**src/rtl/triangle_pkg.sv**
```systemverilog
// Shared types and constants for the triangle scheduler slice.
package triangle_pkg;

  localparam int unsigned CW_DEF   = 3;
  localparam int unsigned PT_CNT_W = 7;

  typedef enum logic [2:0] {
    S_IDLE,
    S_LOAD0,
    S_LOAD1,
    S_LOAD2,
    S_WAIT_BUSY,
    S_RUN,
    S_DONE
  } state_t;

endpackage

```
**src/rtl/rr_arbiter.sv**
```systemverilog
// Combinational round-robin pick: first asserted request at or after ptr, wrapping.
module rr_arbiter #(
  parameter  int unsigned NREQ = 4,
  localparam int unsigned IW   = (NREQ > 1) ? $clog2(NREQ) : 1
) (
  input  logic [NREQ-1:0] req,
  input  logic            advance,
  input  logic [IW-1:0]   ptr,
  output logic [NREQ-1:0] grant,
  output logic [IW-1:0]   idx
);

  always_comb begin
    int unsigned cand;
    grant = '0;
    idx   = '0;
    cand  = 0;
    for (int unsigned i = 0; i < NREQ; i++) begin
      cand = (32'(ptr) + i) % NREQ;
      if (advance && (grant == '0) && req[cand]) begin
        grant[cand] = 1'b1;
        idx         = IW'(cand);
      end
    end
  end

endmodule

```
**src/rtl/triangle_scheduler.sv**
```systemverilog
// Shares one triangle rasterizer core between NREQ requesters: round-robin grant,
// three-cycle vertex feed, tagged point forwarding and per-triangle point count.
module triangle_scheduler
  import triangle_pkg::*;
#(
  parameter  int unsigned NREQ     = 4,
  parameter  int unsigned CW       = CW_DEF,
  parameter  int unsigned BUSY_TMO = 8,
  localparam int unsigned IW       = (NREQ > 1) ? $clog2(NREQ) : 1
) (
  input  logic                 clk,
  input  logic                 reset,
  input  logic [NREQ-1:0]      req,
  input  logic [NREQ*3*CW-1:0] vtx_x,
  input  logic [NREQ*3*CW-1:0] vtx_y,
  output logic [NREQ-1:0]      gnt,
  output logic [NREQ-1:0]      done,
  output logic                 err,
  output logic [PT_CNT_W-1:0]  pt_count,
  output logic                 nt,
  output logic [CW-1:0]        xi,
  output logic [CW-1:0]        yi,
  input  logic                 busy,
  input  logic                 po,
  input  logic [CW-1:0]        xo,
  input  logic [CW-1:0]        yo,
  output logic                 pt_valid,
  output logic [CW-1:0]        pt_x,
  output logic [CW-1:0]        pt_y,
  output logic [IW-1:0]        pt_id
);

  localparam int unsigned   TW       = $clog2(BUSY_TMO + 1);
  localparam logic [TW-1:0] TMO_LAST = TW'(BUSY_TMO - 1);
  localparam logic [IW-1:0] LAST_IDX = IW'(NREQ - 1);

  state_t                state, state_nxt;
  logic [IW-1:0]         rr_ptr;
  logic [3*CW-1:0]       vx, vy;
  logic [PT_CNT_W-1:0]   pt_cnt;
  logic [TW-1:0]         tmo_cnt;
  logic                  err_flag;
  logic [NREQ-1:0]       arb_grant;
  logic [IW-1:0]         arb_idx;
  logic                  arb_any;

  rr_arbiter #(.NREQ(NREQ)) u_arb (
    .req     (req),
    .advance (state == S_IDLE),
    .ptr     (rr_ptr),
    .grant   (arb_grant),
    .idx     (arb_idx)
  );

  assign arb_any = |arb_grant;

  always_comb begin
    state_nxt = state;
    gnt       = '0;
    done      = '0;
    err       = 1'b0;
    pt_count  = '0;
    nt        = 1'b0;
    xi        = '0;
    yi        = '0;
    case (state)
      S_IDLE:  if (arb_any) state_nxt = S_LOAD0;
      S_LOAD0: begin
        state_nxt  = S_LOAD1;
        gnt[pt_id] = 1'b1;
        nt         = 1'b1;
        xi         = vx[0 +: CW];
        yi         = vy[0 +: CW];
      end
      S_LOAD1: begin
        state_nxt = S_LOAD2;
        xi        = vx[CW +: CW];
        yi        = vy[CW +: CW];
      end
      S_LOAD2: begin
        state_nxt = S_WAIT_BUSY;
        xi        = vx[2*CW +: CW];
        yi        = vy[2*CW +: CW];
      end
      S_WAIT_BUSY: begin
        if (busy)                     state_nxt = S_RUN;
        else if (tmo_cnt == TMO_LAST) state_nxt = S_DONE;
      end
      S_RUN:   if (!busy) state_nxt = S_DONE;
      S_DONE: begin
        state_nxt   = S_IDLE;
        done[pt_id] = 1'b1;
        err         = err_flag;
        pt_count    = pt_cnt;
      end
      default: state_nxt = S_IDLE;
    endcase
  end

  always_ff @(posedge clk) begin
    if (reset) begin
      state    <= S_IDLE;
      rr_ptr   <= '0;
      pt_id    <= '0;
      vx       <= '0;
      vy       <= '0;
      pt_cnt   <= '0;
      tmo_cnt  <= '0;
      err_flag <= 1'b0;
      pt_valid <= 1'b0;
      pt_x     <= '0;
      pt_y     <= '0;
    end else begin
      state    <= state_nxt;
      pt_valid <= 1'b0;
      case (state)
        S_IDLE: if (arb_any) begin
          pt_id    <= arb_idx;
          rr_ptr   <= (arb_idx == LAST_IDX) ? '0 : arb_idx + IW'(1);
          vx       <= vtx_x[int'(arb_idx)*3*CW +: 3*CW];
          vy       <= vtx_y[int'(arb_idx)*3*CW +: 3*CW];
          pt_cnt   <= '0;
          tmo_cnt  <= '0;
          err_flag <= 1'b0;
        end
        // Points arriving before busy rises still belong to this triangle.
        S_WAIT_BUSY, S_RUN: begin
          if (po) begin
            pt_valid <= 1'b1;
            pt_x     <= xo;
            pt_y     <= yo;
            if (pt_cnt != '1) pt_cnt <= pt_cnt + PT_CNT_W'(1);
          end
          if (state == S_WAIT_BUSY && !busy) begin
            if (tmo_cnt == TMO_LAST) err_flag <= 1'b1;
            else                     tmo_cnt  <= tmo_cnt + TW'(1);
          end
        end
        default: ;
      endcase
    end
  end

endmodule
```
**config.mk**
```make
export PLATFORM = sky130hd
export DESIGN_NAME = triangle_scheduler
export DESIGN_NICKNAME = d
export VERILOG_FILES = /design/src/rtl/triangle_pkg.sv /design/src/rtl/rr_arbiter.sv /design/src/rtl/triangle_scheduler.sv
export SDC_FILE = /design/constraint.sdc
export NUM_CORES = 1
export LEC_CHECK = 0
export CELL_PAD_IN_SITES_DETAIL_PLACEMENT = 1
export CELL_PAD_IN_SITES_GLOBAL_PLACEMENT = 1
export CORE_MARGIN = 4
export CORE_UTILIZATION = 40
export CTS_CLUSTER_DIAMETER = 60
export CTS_CLUSTER_SIZE = 12
export DETAILED_ROUTE_END_ITERATION = 10
export PLACE_DENSITY = 0.87
export SYNTH_ARGS = -nofsm -noshare
export SYNTH_HDL_FRONTEND = slang
export SYNTH_HIERARCHICAL = 1
export SYNTH_SLANG_ARGS = --single-unit
export TNS_END_PERCENT = 5
```
**constraint.sdc**
```tcl
create_clock -name clk -period 8.2 [get_ports clk]
set_clock_uncertainty 0.05 [all_clocks]
set_input_delay 2.46 -clock clk [delete_from_list [all_inputs] [get_ports clk]]
set_output_delay 2.46 -clock clk [all_outputs]
set_load 0.005 [all_outputs]
```
After elaboration in Yosys (flattened, before gate mapping)

Index checks and enable logic that the tools add are counted.

Bitwise logic cells: 4
Shift-type cells: 2
Multiplexer cells: 52
Add/sub/neg operators: 6
Order comparisons: 10
Multiply operators: 2
Equal/unequal tests: 17
Reduce and logical (&&, ||, !) cells: 28

Operators by type and width:

| operator            | count |
|---|---|
| $shiftx 36x7->9     | 2 |
| $mux 4              | 9 |
| $mux 7              | 4 |
| $pmux 3 s3          | 2 |
| $pmux 3 s6          | 1 |
| $lt 2x3->1 const B  | 5 |
| $mux 1              | 15 |
| $ne 2x2->1 const B  | 7 |
| $pmux 7 s2          | 1 |
| $logic_and 1x1->1   | 13 |
| $logic_not 4->1     | 3 |
| $mux 3              | 4 |
| $or 4x4->4          | 3 |
| $reduce_and 4->1    | 3 |
| $demux 1 s2         | 5 |
| $ge 2x1->1 const B  | 5 |
| $mux 2              | 5 |
| $eq 3x3->1 const B  | 3 |
| $bmux 1 s2          | 4 |
| $pmux 4 s2          | 1 |
| $add 7x1->7 const B | 1 |
| $ne 7x7->1 const B  | 1 |
| $eq 3x2->1 const B  | 2 |
| $mul 4x2->6 const B | 1 |
| 17 further kinds    | 21 |

Bits in registers: 44
Output and inout bits: 32

Longest topological paths before layout

Word-level depth: 20
Gate-level depth with buffers: 25

By module

The synthesis kept the hierarchy.

By module, submodules not included:

| module             | instances | area an instance (um^2) | cells an instance |
|---|---|---|---|
| triangle_scheduler | 1         | 5470.2                  | 625 |
| rr_arbiter         | 1         | 628.1                   | 72 |

Worst setup path after synthesis

No wires, ideal clock.

Kind: input to register
From: input port req[2]
To: register vy[5]
Path slack: 1.328 ns
Path buffers: 5
Required time: 8.028 ns
Cell stages on the path: 17
Library setup time: 0.122 ns
Arrival time: 6.700 ns
Cell sequence: mux2_4 > o2bb2ai_1 > a22o_2 > nand4b_4 > nor2_2 > a2bb2oi_1 > buf_6 > buf_6 > inv_2 > buf_1 > ha_1 > buf_4 > buf_2 > mux4_2 > mux4_2 > a22o_1 > a221o_1

Word-level cells in the longest chain between the ends: 19
Elaborated cells on any way between the ends: 34
Those cells by class: 2 x mul; 1 x shift; 16 x mux; 3 x bitwise; 12 x reduce/logical

RTL lines:

| element                        | line                      | RTL |
|---|---|---|
| start: declaration             | triangle_scheduler.sv:13  | `input logic [NREQ-1:0] req,` |
| $bmux 1 s2                     | rr_arbiter.sv:20          | `if (advance && (grant == '0) && req[cand]) begin` |
| $mux 1 (not written as such)   | rr_arbiter.sv:20          |  |
| $logic_and 1x1->1              | rr_arbiter.sv:20          |  |
| $mux 4                         | rr_arbiter.sv:20          |  |
| $logic_not 4->1                | rr_arbiter.sv:20          |  |
| $logic_and 1x1->1 (2 in a row) | rr_arbiter.sv:20          |  |
| $mux 4                         | rr_arbiter.sv:20          |  |
| $logic_not 4->1                | rr_arbiter.sv:20          |  |
| $logic_and 1x1->1 (2 in a row) | rr_arbiter.sv:20          |  |
| $mux 4                         | rr_arbiter.sv:20          |  |
| $logic_not 4->1                | rr_arbiter.sv:20          |  |
| $logic_and 1x1->1 (2 in a row) | rr_arbiter.sv:20          |  |
| $mux 2 *                       | rr_arbiter.sv:20          |  |
| named net arb_idx[0]           | triangle_scheduler.sv:44  | `logic [IW-1:0] arb_idx;` |
| $mul 2x2->4 *                  | triangle_scheduler.sv:121 | `vy <= vtx_y[int'(arb_idx)*3*CW +: 3*CW];` |
| $mul 4x2->6 *                  | triangle_scheduler.sv:121 |  |
| $shiftx 36x7->9 *              | triangle_scheduler.sv:121 |  |
| end signal: assignment         | triangle_scheduler.sv:121 |  |
| end: declaration               | triangle_scheduler.sv:39  | `logic [3*CW-1:0] vx, vy;` |

Mark *: on every way through the listed nets, which the timed path passes. The rest lies on a longest branch. The select of a mux whose other input is x is not followed.
A chain may end at the register's enable or synchronous reset.

Worst setup path in the final report

From: input port req[0]
To: register vx[5]

Word-level cells in the longest chain between the ends: 19
Elaborated cells on any way between the ends: 34
Those cells by class: 2 x mul; 1 x shift; 16 x mux; 3 x bitwise; 12 x reduce/logical

RTL lines:

| element                        | line                      | RTL |
|---|---|---|
| $bmux 1 s2                     | rr_arbiter.sv:20          |  |
| $mux 1 (not written as such)   | rr_arbiter.sv:20          |  |
| $logic_and 1x1->1              | rr_arbiter.sv:20          |  |
| $mux 4                         | rr_arbiter.sv:20          |  |
| $logic_not 4->1                | rr_arbiter.sv:20          |  |
| $logic_and 1x1->1 (2 in a row) | rr_arbiter.sv:20          |  |
| $mux 4                         | rr_arbiter.sv:20          |  |
| $logic_not 4->1                | rr_arbiter.sv:20          |  |
| $logic_and 1x1->1 (2 in a row) | rr_arbiter.sv:20          |  |
| $mux 4                         | rr_arbiter.sv:20          |  |
| $logic_not 4->1                | rr_arbiter.sv:20          |  |
| $logic_and 1x1->1 (2 in a row) | rr_arbiter.sv:20          |  |
| $mux 2 *                       | rr_arbiter.sv:20          |  |
| named net arb_idx[0]           | triangle_scheduler.sv:44  |  |
| $mul 2x2->4 *                  | triangle_scheduler.sv:120 | `vx <= vtx_x[int'(arb_idx)*3*CW +: 3*CW];` |
| $mul 4x2->6 *                  | triangle_scheduler.sv:120 |  |
| $shiftx 36x7->9 *              | triangle_scheduler.sv:120 |  |
| end signal: assignment         | triangle_scheduler.sv:120 |  |
| end: declaration               | triangle_scheduler.sv:39  |  |

Marks and branches as above.

==> results_dict.tcl <==
set metrics [dict create \
    status "complete, no violations" \
    synth_area_um2 6100 \
    multi_input_comb_area_um2 4900 \
    setup_viol 0 \
    period_share 0.879 \
    setup.worst_path.start_class "input pin" \
    ioPinCount 118 \
    critPathCaptureType "flip-flop" \
    grt.total_usage 0.237 \
    grt_overflow 0 \
    tritoncts "yes" \
    postSynthAreaPerCell_um2 8.75 \
    r2r_slack_ps 2140 \
    post_drt_wl_per_cell_um 21.9 \
    netlist.area_leader.share 0.233 \
    path_buf_inv 3 \
    fin_util 0.510 \
    chipHeight_um 131 \
    rsz0062_at_grt "no" \
    io_buffers 117 \
    cts_buffers 5 \
    cp.arrival_ps 7320 \
    antenna_found_initial 0 \
    grt_pass1_vias 6546 \
    fillers 1720 \
    start_util 0.413 \
    hold_viol_final 0 \
    cap_violations 0 \
    worst_pin_slew_ps 944 \
    yosysTopAreaCell "mux4_2" \
    drive_above_1_share 0.160 \
    postSynthCellCount 697 \
    yosysWarnings 6 \
    final.setup.tns_ps 0 \
    post-dp-hpwl_mm 16.8 \
    clock_latency_ps 280 \
    cpLargestDelayFamily "buffers and inverters" \
    fmax_mhz 139 \
    grt_pass1_wl_mm 34.6 \
    dieArea_um2 17300 \
    relSlewSlack 0.366 \
    postCtsHoldBufs 0 \
    rows 44 \
    cp_cell_sequence "clkdlybuf4s50_1 -> mux2i_1 -> a2bb2oi_4 -> o21a_4 -> a22oi_1 -> nand4b_4 -> nor2_2 -> a2bb2oi_4 -> buf_4 -> buf_4 -> mux4_2 -> mux4_2 -> a22o_1 -> a221o_1" \
    gp_congestion 0.944 \
    synth_cell_types 75 \
    grt_max_degree 53 \
    yosys_most_used_dff "dfxtp_1" \
    vias 6305 \
    layout_commonest_cell "clkdlybuf4s50_1" \
    synth_nets 798 \
    slowest_delay_ps 660 \
    die_w_um 131 \
    clock-sinks 44 \
    layout.nets 884 \
    crit_fanout 52 \
    diodes 0 \
    final_max_slew_viol_count 0 \
    clk_pin_slew_ps 60 \
    drtAntennaViolNets 0 \
    hold_path_class "reg2reg" \
    vias_per_cell 6.52 \
    drt-pass1-iter-count 5 \
    worstPathRequired_ps 8320 \
    area_growth_syn_to_layout_pct 23.4 \
    cts_setup_buffers 0 \
    final_cell_mix "clkdlybuf4s50_1, nor2_1, nand2_1" \
    criticalPathCategory "in2reg" \
    async_flop_share 0 \
    synth_seq_cells 44 \
    cts_resized 0 \
    slowest_stage "buf_4" \
    fp.coreArea_um2 14800 \
    routed_wl_mm 21.2 \
    synthTopCellsByArea "mux4_2, dfxtp_1, mux2i_1, nor2_1, nand2_1" \
    register_area_um2 881 \
    clock_path_buffers 2 \
    drt_iter0_markers 429 \
    synth_edf_count 0 \
    ys_seq_area_frac 0.144 \
    cts.htree.levels 2 \
    clock-root-buffer "clkbuf_16" \
    fin_crit_ps 7210 \
    drc 0 \
]
sequential cells by signal, summed over array words and instances, names as in the netlist:
signal    flops
pt_valid      1
vy            9
pt_y          3
state         3
pt_id         2
tmo_cnt       4
pt_cnt        7
rr_ptr        2
pt_x          3
err_flag      1
vx            9
worst paths after layout:
kind,to,depth (start not counted),startpoint
max,vx[5],14,req[0]
min,pt_x[1],2,pt_x[1]
max reg2reg,vx[5],14,state[2]
min reg2reg,pt_x[1],2,pt_x[1]
metrics by stage:
step	std cells	setup WS, ps	hold slack (ps)	instance area, um^2
floorplan	697	1330	375	6100
global placement	960	921	392	7390
detailed placement	960	673	402	7390
CTS	967	968	413	7530
global route	967	640	440	7530
finish	967	993	410	7530
area by class of cell:
| type | count | share of cell area |
|---|---|---|
| multi-input cells | 585 | 0.651 |
| flip-flops and latches | 44 | 0.117 |
| clock inverters | 2 | 0.00166 |
| inverters | 9 | 0.00449 |
| repair buffers | 138 | 0.178 |
| well taps | 184 | 0.0306 |
| clock buffers | 5 | 0.0166 |
per-layer routing:
layer	part of all wire	GRT usage	wire (um)	vias up
li1	-	-	-	2856
met1	0.43	0.316	9090	3130
met2	0.48	0.398	10200	267
met3	0.056	0.0310	1190	52
met4	0.032	0.0788	680	0
met5	0	0	0	-
worst reg2reg max path, stage by stage (launching register included):
cell       delay, ps
dfxtp_1          540
nor3_1           870
nand2_1          220
o22ai_4          300
o21ai_0          200
o211ai_2         330
nor2_2           140
o21ai_0          340
a2bb2oi_4        240
buf_4            420
buf_4            670
mux4_2           660
mux4_2           480
a22o_1           190
a221o_1          280
synthesized netlist by cell type, drive strengths merged (10+ instances only):
cell type / n
buf: 37
clkbuf: 22
mux4: 65
ha: 15
o211ai: 10
nand3: 20
nor3: 18
nand2: 82
nor2: 93
and3: 13
o21ai: 31
mux2: 13
dfxtp: 44
mux2i: 56
a21oi: 33
o22ai: 11
a31oi: 12
cells by family (layout without fill, tap and decap cells):
group	count (synthesis)	in the layout	share of synthesized area
and+or+nand+nor	265	265	0.199
AOI/OAI and AO/OA	158	158	0.186
adders and majority gates	15	15	0.0308
xor gates and xnor gates	13	13	0.0211
buffers and inverters	68	154	0.0615
DFF	44	44	0.144
muxes	134	134	0.358
Power is left out: the tool's default activity adds up to more than one toggle a clock period on the data nets, which glitch-free logic cannot reach.
==> RTL edit 1, RTL diff (same settings) <==
Set the parameter `BUSY_TMO` to 16 (it was 8).
--- a/src/rtl/triangle_scheduler.sv
+++ b/src/rtl/triangle_scheduler.sv
@@ -5,7 +5,7 @@
 #(
   parameter  int unsigned NREQ     = 4,
   parameter  int unsigned CW       = CW_DEF,
-  parameter  int unsigned BUSY_TMO = 8,
+  parameter  int unsigned BUSY_TMO = 16,
   localparam int unsigned IW       = (NREQ > 1) ? $clog2(NREQ) : 1
 ) (
   input  logic                 clk,
Check against the original RTL: same outputs for any inputs over 4 cycles, from zero or initial values and one cycle with reset high; that may be too few to reach the edited logic, so the function may still have changed.
==> RTL edit 1 against the original RTL <==
Wire length shrank 3.1%; sequential cell count grew 1; worst hold slack lost 0.0053 ns; critical path depth shrank 1; count of clock-buffer cells in the layout is the same; area after synthesis shrank 2.8%; design area shrank 2.9%; setup slack gained 0.079 ns.
Power is left out: the tool's default activity adds up to more than one toggle a clock period on the data nets, which glitch-free logic cannot reach.
==> RTL edit 1: results (changes against the original RTL) <==
- Run status: completed
- Clock latency reported for the late side of the worst-skew pair: roughly 0.29 ns
- Antenna violations before repair: 0 (unchanged)
- Wire length of the first global-routing pass: 32780 um (-5.2%)
- Flip-flop cell with the highest count after synthesis: sky130_fd_sc_hd__dfxtp_1
- Overall fraction of global-route tracks in use: 0.2418 (+0.005159)
- H-tree levels: 2 (unchanged)
- Type of the worst min-delay path: reg2reg
- Vias per Instance: 6.381 (-2.1%)
- Root Buffer: sky130_fd_sc_hd__clkbuf_16
- Diode count: 0 (unchanged)
- Area after DPL: 7161 um^2 (-3.1%)
- Via count of the first global-routing pass: 6212 (-5.1%)
- Number of buffers created by CTS: 5 (unchanged)
- Slowest cell on the critical path: sky130_fd_sc_hd__buf_4
- Routability-driven placement congestion ratio: 0.9458 (+0.17%)
- Synth warnings: 6 (unchanged)
- Share of cells above drive strength 1: 0.1877 (+0.02803)
- Part of the Yosys area used for sequential elements: 0.1520 (+0.007555)
- Detailed router's first-iteration violation count: 412 (-4.0%)
- Deepest clock path buffer count: 2 (unchanged)
- DRT Wirelength: 20500 um (-3.1%)
- Cell family contributing the most delay on the critical path: compound AO/OA/AOI/OAI gates
- First drt pass iteration count: 6 (+1)
- Port bufs: 117 (unchanged)
- Largest cells by area after synthesis: sky130_fd_sc_hd__mux4_2 29%, sky130_fd_sc_hd__dfxtp_1 15%, sky130_fd_sc_hd__nor2_1 6.6%, sky130_fd_sc_hd__mux2i_1 5.2%, sky130_fd_sc_hd__nand2_1 4.2%
- Largest net degree at the start of global routing: 71 (+34%)
- CP max FO: 70 (+35%)
- Most frequent cells after synthesis: 105 x sky130_fd_sc_hd__nor2_1, 77 x sky130_fd_sc_hd__mux4_2, 66 x sky130_fd_sc_hd__nand2_1
- Share of flip-flops with an asynchronous set or reset after synthesis: 0 (unchanged)
- Slew at the pin with the worst max-slew slack: 1.115 ns (+0.1713 ns)
- Unique cell type count in the Yosys netlist: 75 (unchanged)
- Syn_nets: 748 (-6.3%)
- Sum of negative setup slack: 0 ns (unchanged)
- # fillers: 1659 (-3.5%)
- Largest incremental delay on the critical path: 0.88 ns (+0.22 ns)
- Clk slew on worst S/H paths: 0.06 ns (about the same)
- Postcts setup bufs: 0 (unchanged)
- Final-stage net count: 831 (-6.0%)
- Final HPWL from detailed placement: 16140 um (-3.9%)
- Resize count post-CTS: 0 (unchanged)
- Top Registers: vx: 9 flops, vy: 9 flops, pt_cnt: 7 flops
==> RTL edit 1: routing by layer <==
metal | track usage | part of all wire | vias to the layer above
li1 | - | - | 2630
met4 | 0.1015 | 0.041 | 0
met3 | 0.04585 | 0.074 | 69
met1 | 0.3054 | 0.39 | 2837
met5 | 0 | 0 | -
met2 | 0.4070 | 0.49 | 296
==> RTL edit 1: final timing paths <==
path | end | from | slack [ns] | depth (start not counted)
worst min-delay path | pt_x[0]$_SDFFE_PP0P_ | pt_x[0]$_SDFFE_PP0P_ | 0.41 | 2
worst min register to register | pt_x[0]$_SDFFE_PP0P_ | pt_x[0]$_SDFFE_PP0P_ | 0.41 | 2
worst max-delay path | vy[3]$_SDFFE_PP0P_ | req[0] | 1.07 | 13
worst max register to register | vy[3]$_SDFFE_PP0P_ | rr_ptr[0]$_SDFFE_PP0P_ | 2.37 | 14
==> RTL edit 1: layout make-up <==
class	count	area, um^2	share of cell area
flip-flops and latches	45	900.9	0.1233
multi-input cells	536	4718	0.6456
clock buffers	5	125.1	0.01712
clock inverters	3	22.52	0.003082
repair buffers	127	1259	0.1722
well taps	184	230.2	0.03150
inverters	14	52.55	0.007191
==> RTL edit 1: tightest hold or removal path, delay by kind of cell (launching register included) <==
family / cells / cell delay, ns
compound gates: 1 / 0.05
simple gates: 1 / 0.05
flops: 1 / 0.31
==> RTL edit 1: cell families (layout without fill, tap and decap cells) <==
family          count (synthesis)  in the layout  share of synthesized area
compound gates                117            117                     0.1450
xor+xnor                       13             13                    0.02301
fa+ha+maj                      16             16                    0.03378
buf+inv                        65            149                    0.05953
flops                          45             45                     0.1520
mux                           119            119                     0.3715
simple gates                  271            271                     0.2151
==> RTL edit 1: stage by stage <==
step,worst slack [ns],std cells,utilization,hold WS (ns)
final,1.072,914,0.5028,0.4051
after global placement,0.9880,906,0.4927,0.3928
after global routing,0.6908,914,0.5028,0.4277
after floorplan,1.732,646,-,0.3599
after CTS,1.045,914,0.5028,0.4125
after detailed placement,0.7622,906,0.4927,0.4035
==> RTL edit 2, RTL diff (same settings) <==
Without the edit above. The 7 states of `state_t` get a one-hot encoding in 7 bits.
--- a/src/rtl/triangle_pkg.sv
+++ b/src/rtl/triangle_pkg.sv
@@ -4,14 +4,14 @@
   localparam int unsigned CW_DEF   = 3;
   localparam int unsigned PT_CNT_W = 7;
 
-  typedef enum logic [2:0] {
-    S_IDLE,
-    S_LOAD0,
-    S_LOAD1,
-    S_LOAD2,
-    S_WAIT_BUSY,
-    S_RUN,
-    S_DONE
+  typedef enum logic [6:0] {
+    S_IDLE      = 7'b0000001,
+    S_LOAD0     = 7'b0000010,
+    S_LOAD1     = 7'b0000100,
+    S_LOAD2     = 7'b0001000,
+    S_WAIT_BUSY = 7'b0010000,
+    S_RUN       = 7'b0100000,
+    S_DONE      = 7'b1000000
   } state_t;
 
 endpackage
Formal check against the unedited RTL: same outputs for any inputs over 4 cycles, from zero or initial values and one cycle with reset high; so few cycles prove little.
==> RTL edit 2 against the original RTL <==
Sequential cell count rose by 4; global-route usage rose by 1.3 points; design area barely moved; wire length rose by 2.0%; setup slack improved by 0.016 ns; first-iteration DRC count rose by 45%; register-to-register slack improved by 0.23 ns; via count fell by 6.1%; utilization rose by 0.33 points; final cell count fell by 9.7%; sequential share of layout area rose by 1.1 points; die area fell by 0.79%; area after synthesis fell by 0.84%.
Power is left out: the tool's default activity adds up to more than one toggle a clock period on the data nets, which glitch-free logic cannot reach.
==> RTL edit 2: results (changes against the original RTL) <==
- Run status: completed
- Resize count post-CTS: 0 (unchanged)
- Critical path data arrival time: 7.31 ns (about the same)
- Synthesized-area fraction occupied by adder cells: 0.03104 (+0.0002611)
- Final HPWL from detailed placement: 16800 um (about the same)
- Minimum setup slack among reg-to-reg paths: 2.37 ns (+0.23 ns)
- Number of buffers created by CTS: 5 (unchanged)
- Synth warnings: 6 (unchanged)
- Antenna violations before repair: 0 (unchanged)
- Clock latency reported for the late side of the worst-skew pair: ~0.29 ns
- Part of the Yosys area used for sequential elements: 0.1589 (+0.01447)
- Syn_nets: 693 (-13%)
- Deepest clock path buffer count: 2 (unchanged)
- Xor and xnor fraction of the mapped netlist area: 0.01159 (-0.009546)
- Largest cells by area after synthesis: sky130_fd_sc_hd__mux4_2 29%, sky130_fd_sc_hd__dfxtp_1 16%, sky130_fd_sc_hd__mux2i_1 4.8%, sky130_fd_sc_hd__mux4_1 4.3%, sky130_fd_sc_hd__nor2_1 3.6%
- Wire length of the first global-routing pass: 33780 um (-2.4%)
- Routability-driven placement congestion ratio: 0.9216 (-2.4%)
- Most frequent cell after synthesis: sky130_fd_sc_hd__mux4_2
- Most frequent cells after synthesis: 78 x sky130_fd_sc_hd__mux4_2, 58 x sky130_fd_sc_hd__nor2_1, 49 x sky130_fd_sc_hd__nand2_1
- Vias per Instance: 6.781 (+4.0%)
- Root Buffer: sky130_fd_sc_hd__clkbuf_16
- Top Registers: vx: 9 flops, vy: 9 flops
- Port bufs: 117 (unchanged)
- First drt pass iteration count: 5 (unchanged)
- Overall fraction of global-route tracks in use: 0.2498 (+0.01315)
- Max-slew headroom at the worst pin: 0.1738 (-0.1922)
- Diode count: 0 (unchanged)
- Type of the worst min-delay path: reg2reg
- Multiplexer area fraction after synthesis: 0.3938 (+0.03593)
- Postcts setup bufs: 0 (unchanged)
- Clk slew on worst S/H paths: 0.07 ns
- Compound-gate portion of the synthesized area: 0.1388 (-0.04684)
- Largest net degree at the start of global routing: 65 (+23%)
- Flip-flop cell with the highest count after synthesis: sky130_fd_sc_hd__dfxtp_1
- Share of cells above drive strength 1: 0.1988 (+0.03920)
- DRT Wirelength: 21580 um (+2.0%)
- H-tree levels: 2 (unchanged)
- Share of flip-flops with an asynchronous set or reset after synthesis: 0 (unchanged)
- CP max FO: 41 (-21%)
- Largest incremental delay on the critical path: 0.58 ns (-0.08 ns)
- Slowest cell on the critical path: sky130_fd_sc_hd__mux4_2
- Via count of the first global-routing pass: 6075 (-7.2%)
- Unique cell type count in the Yosys netlist: 85 (+13%)
- Detailed router's first-iteration violation count: 624 (+45%)
- Final-stage net count: 789 (-11%)
## RTL edit 2: changes by cell type in the layout (fill, tap and decap cells not counted), moves of 8 or more
cell,before,now
sky130_fd_sc_hd__mux4_1,2,10
sky130_fd_sc_hd__nand2_1,82,49
sky130_fd_sc_hd__inv_1,8,20
sky130_fd_sc_hd__mux2i_1,56,29
sky130_fd_sc_hd__a21oi_1,32,17
sky130_fd_sc_hd__o21ai_0,26,17
sky130_fd_sc_hd__nor2_1,91,58
sky130_fd_sc_hd__mux4_2,63,78
## RTL edit 2: area by class of cell
| class | count | area, um^2 |
|---|---|---|
| clock inverter | 3 | 68.82 |
| sequential | 48 | 960.9 |
| timing repair buffer | 131 | 1276 |
| inverter | 21 | 78.83 |
| multi-input combinational | 481 | 4778 |
| tap | 184 | 230.2 |
| clock buffer | 5 | 125.1 |
| fill | 1596 | 7126 |
## RTL edit 2: critical path, delay by kind of cell
family | cells | cell delay (ns)
simple gates | 2 | 0.44
mux | 4 | 1.37
fa+ha+maj | 1 | 0.57
buf+inv | 3 | 1.28
compound gates | 5 | 1.16
## RTL edit 2: per-layer routing
layer | track usage | vias up | wire (um)
met3 | 0.04512 | 46 | 1601
met2 | 0.4346 | 325 | 10800
met1 | 0.3165 | 2986 | 8572
li1 | - | 2563 | -
met5 | 0 | - | 0
met4 | 0.07441 | 0 | 609
## RTL edit 2: cells by family after synthesis
| kind of cell | count (synthesis) |
|---|---|
| mux | 123 |
| xor+xnor | 8 |
| fa+ha+maj | 15 |
| simple gates | 228 |
| compound gates | 107 |
| buf+inv | 63 |
| flops | 48 |
## RTL edit 2: worst paths after layout
check,depth (start not counted),startpoint,to
worst max-delay path,15,req[1],vx[1]$_SDFFE_PP0P_
worst min-delay path,2,vx[8]$_SDFFE_PP0P_,vx[8]$_SDFFE_PP0P_
worst min register to register,2,vx[8]$_SDFFE_PP0P_,vx[8]$_SDFFE_PP0P_
worst max register to register,16,rr_ptr[0]$_SDFFE_PP0P_,vx[1]$_SDFFE_PP0P_
## RTL edit 2: metrics by stage
stage	area, um^2	util	hold WS [ns]	setup slack (ns)	cells
floorplan	6047	-	0.3740	1.412	592
detailed placement	7325	0.5002	0.4082	0.7409	865
CTS	7518	0.5134	0.4242	1.041	873
global route	7518	0.5134	0.4426	0.6511	873
global placement	7325	0.5002	0.3940	1.023	865
finish	7518	0.5134	0.4176	1.009	873
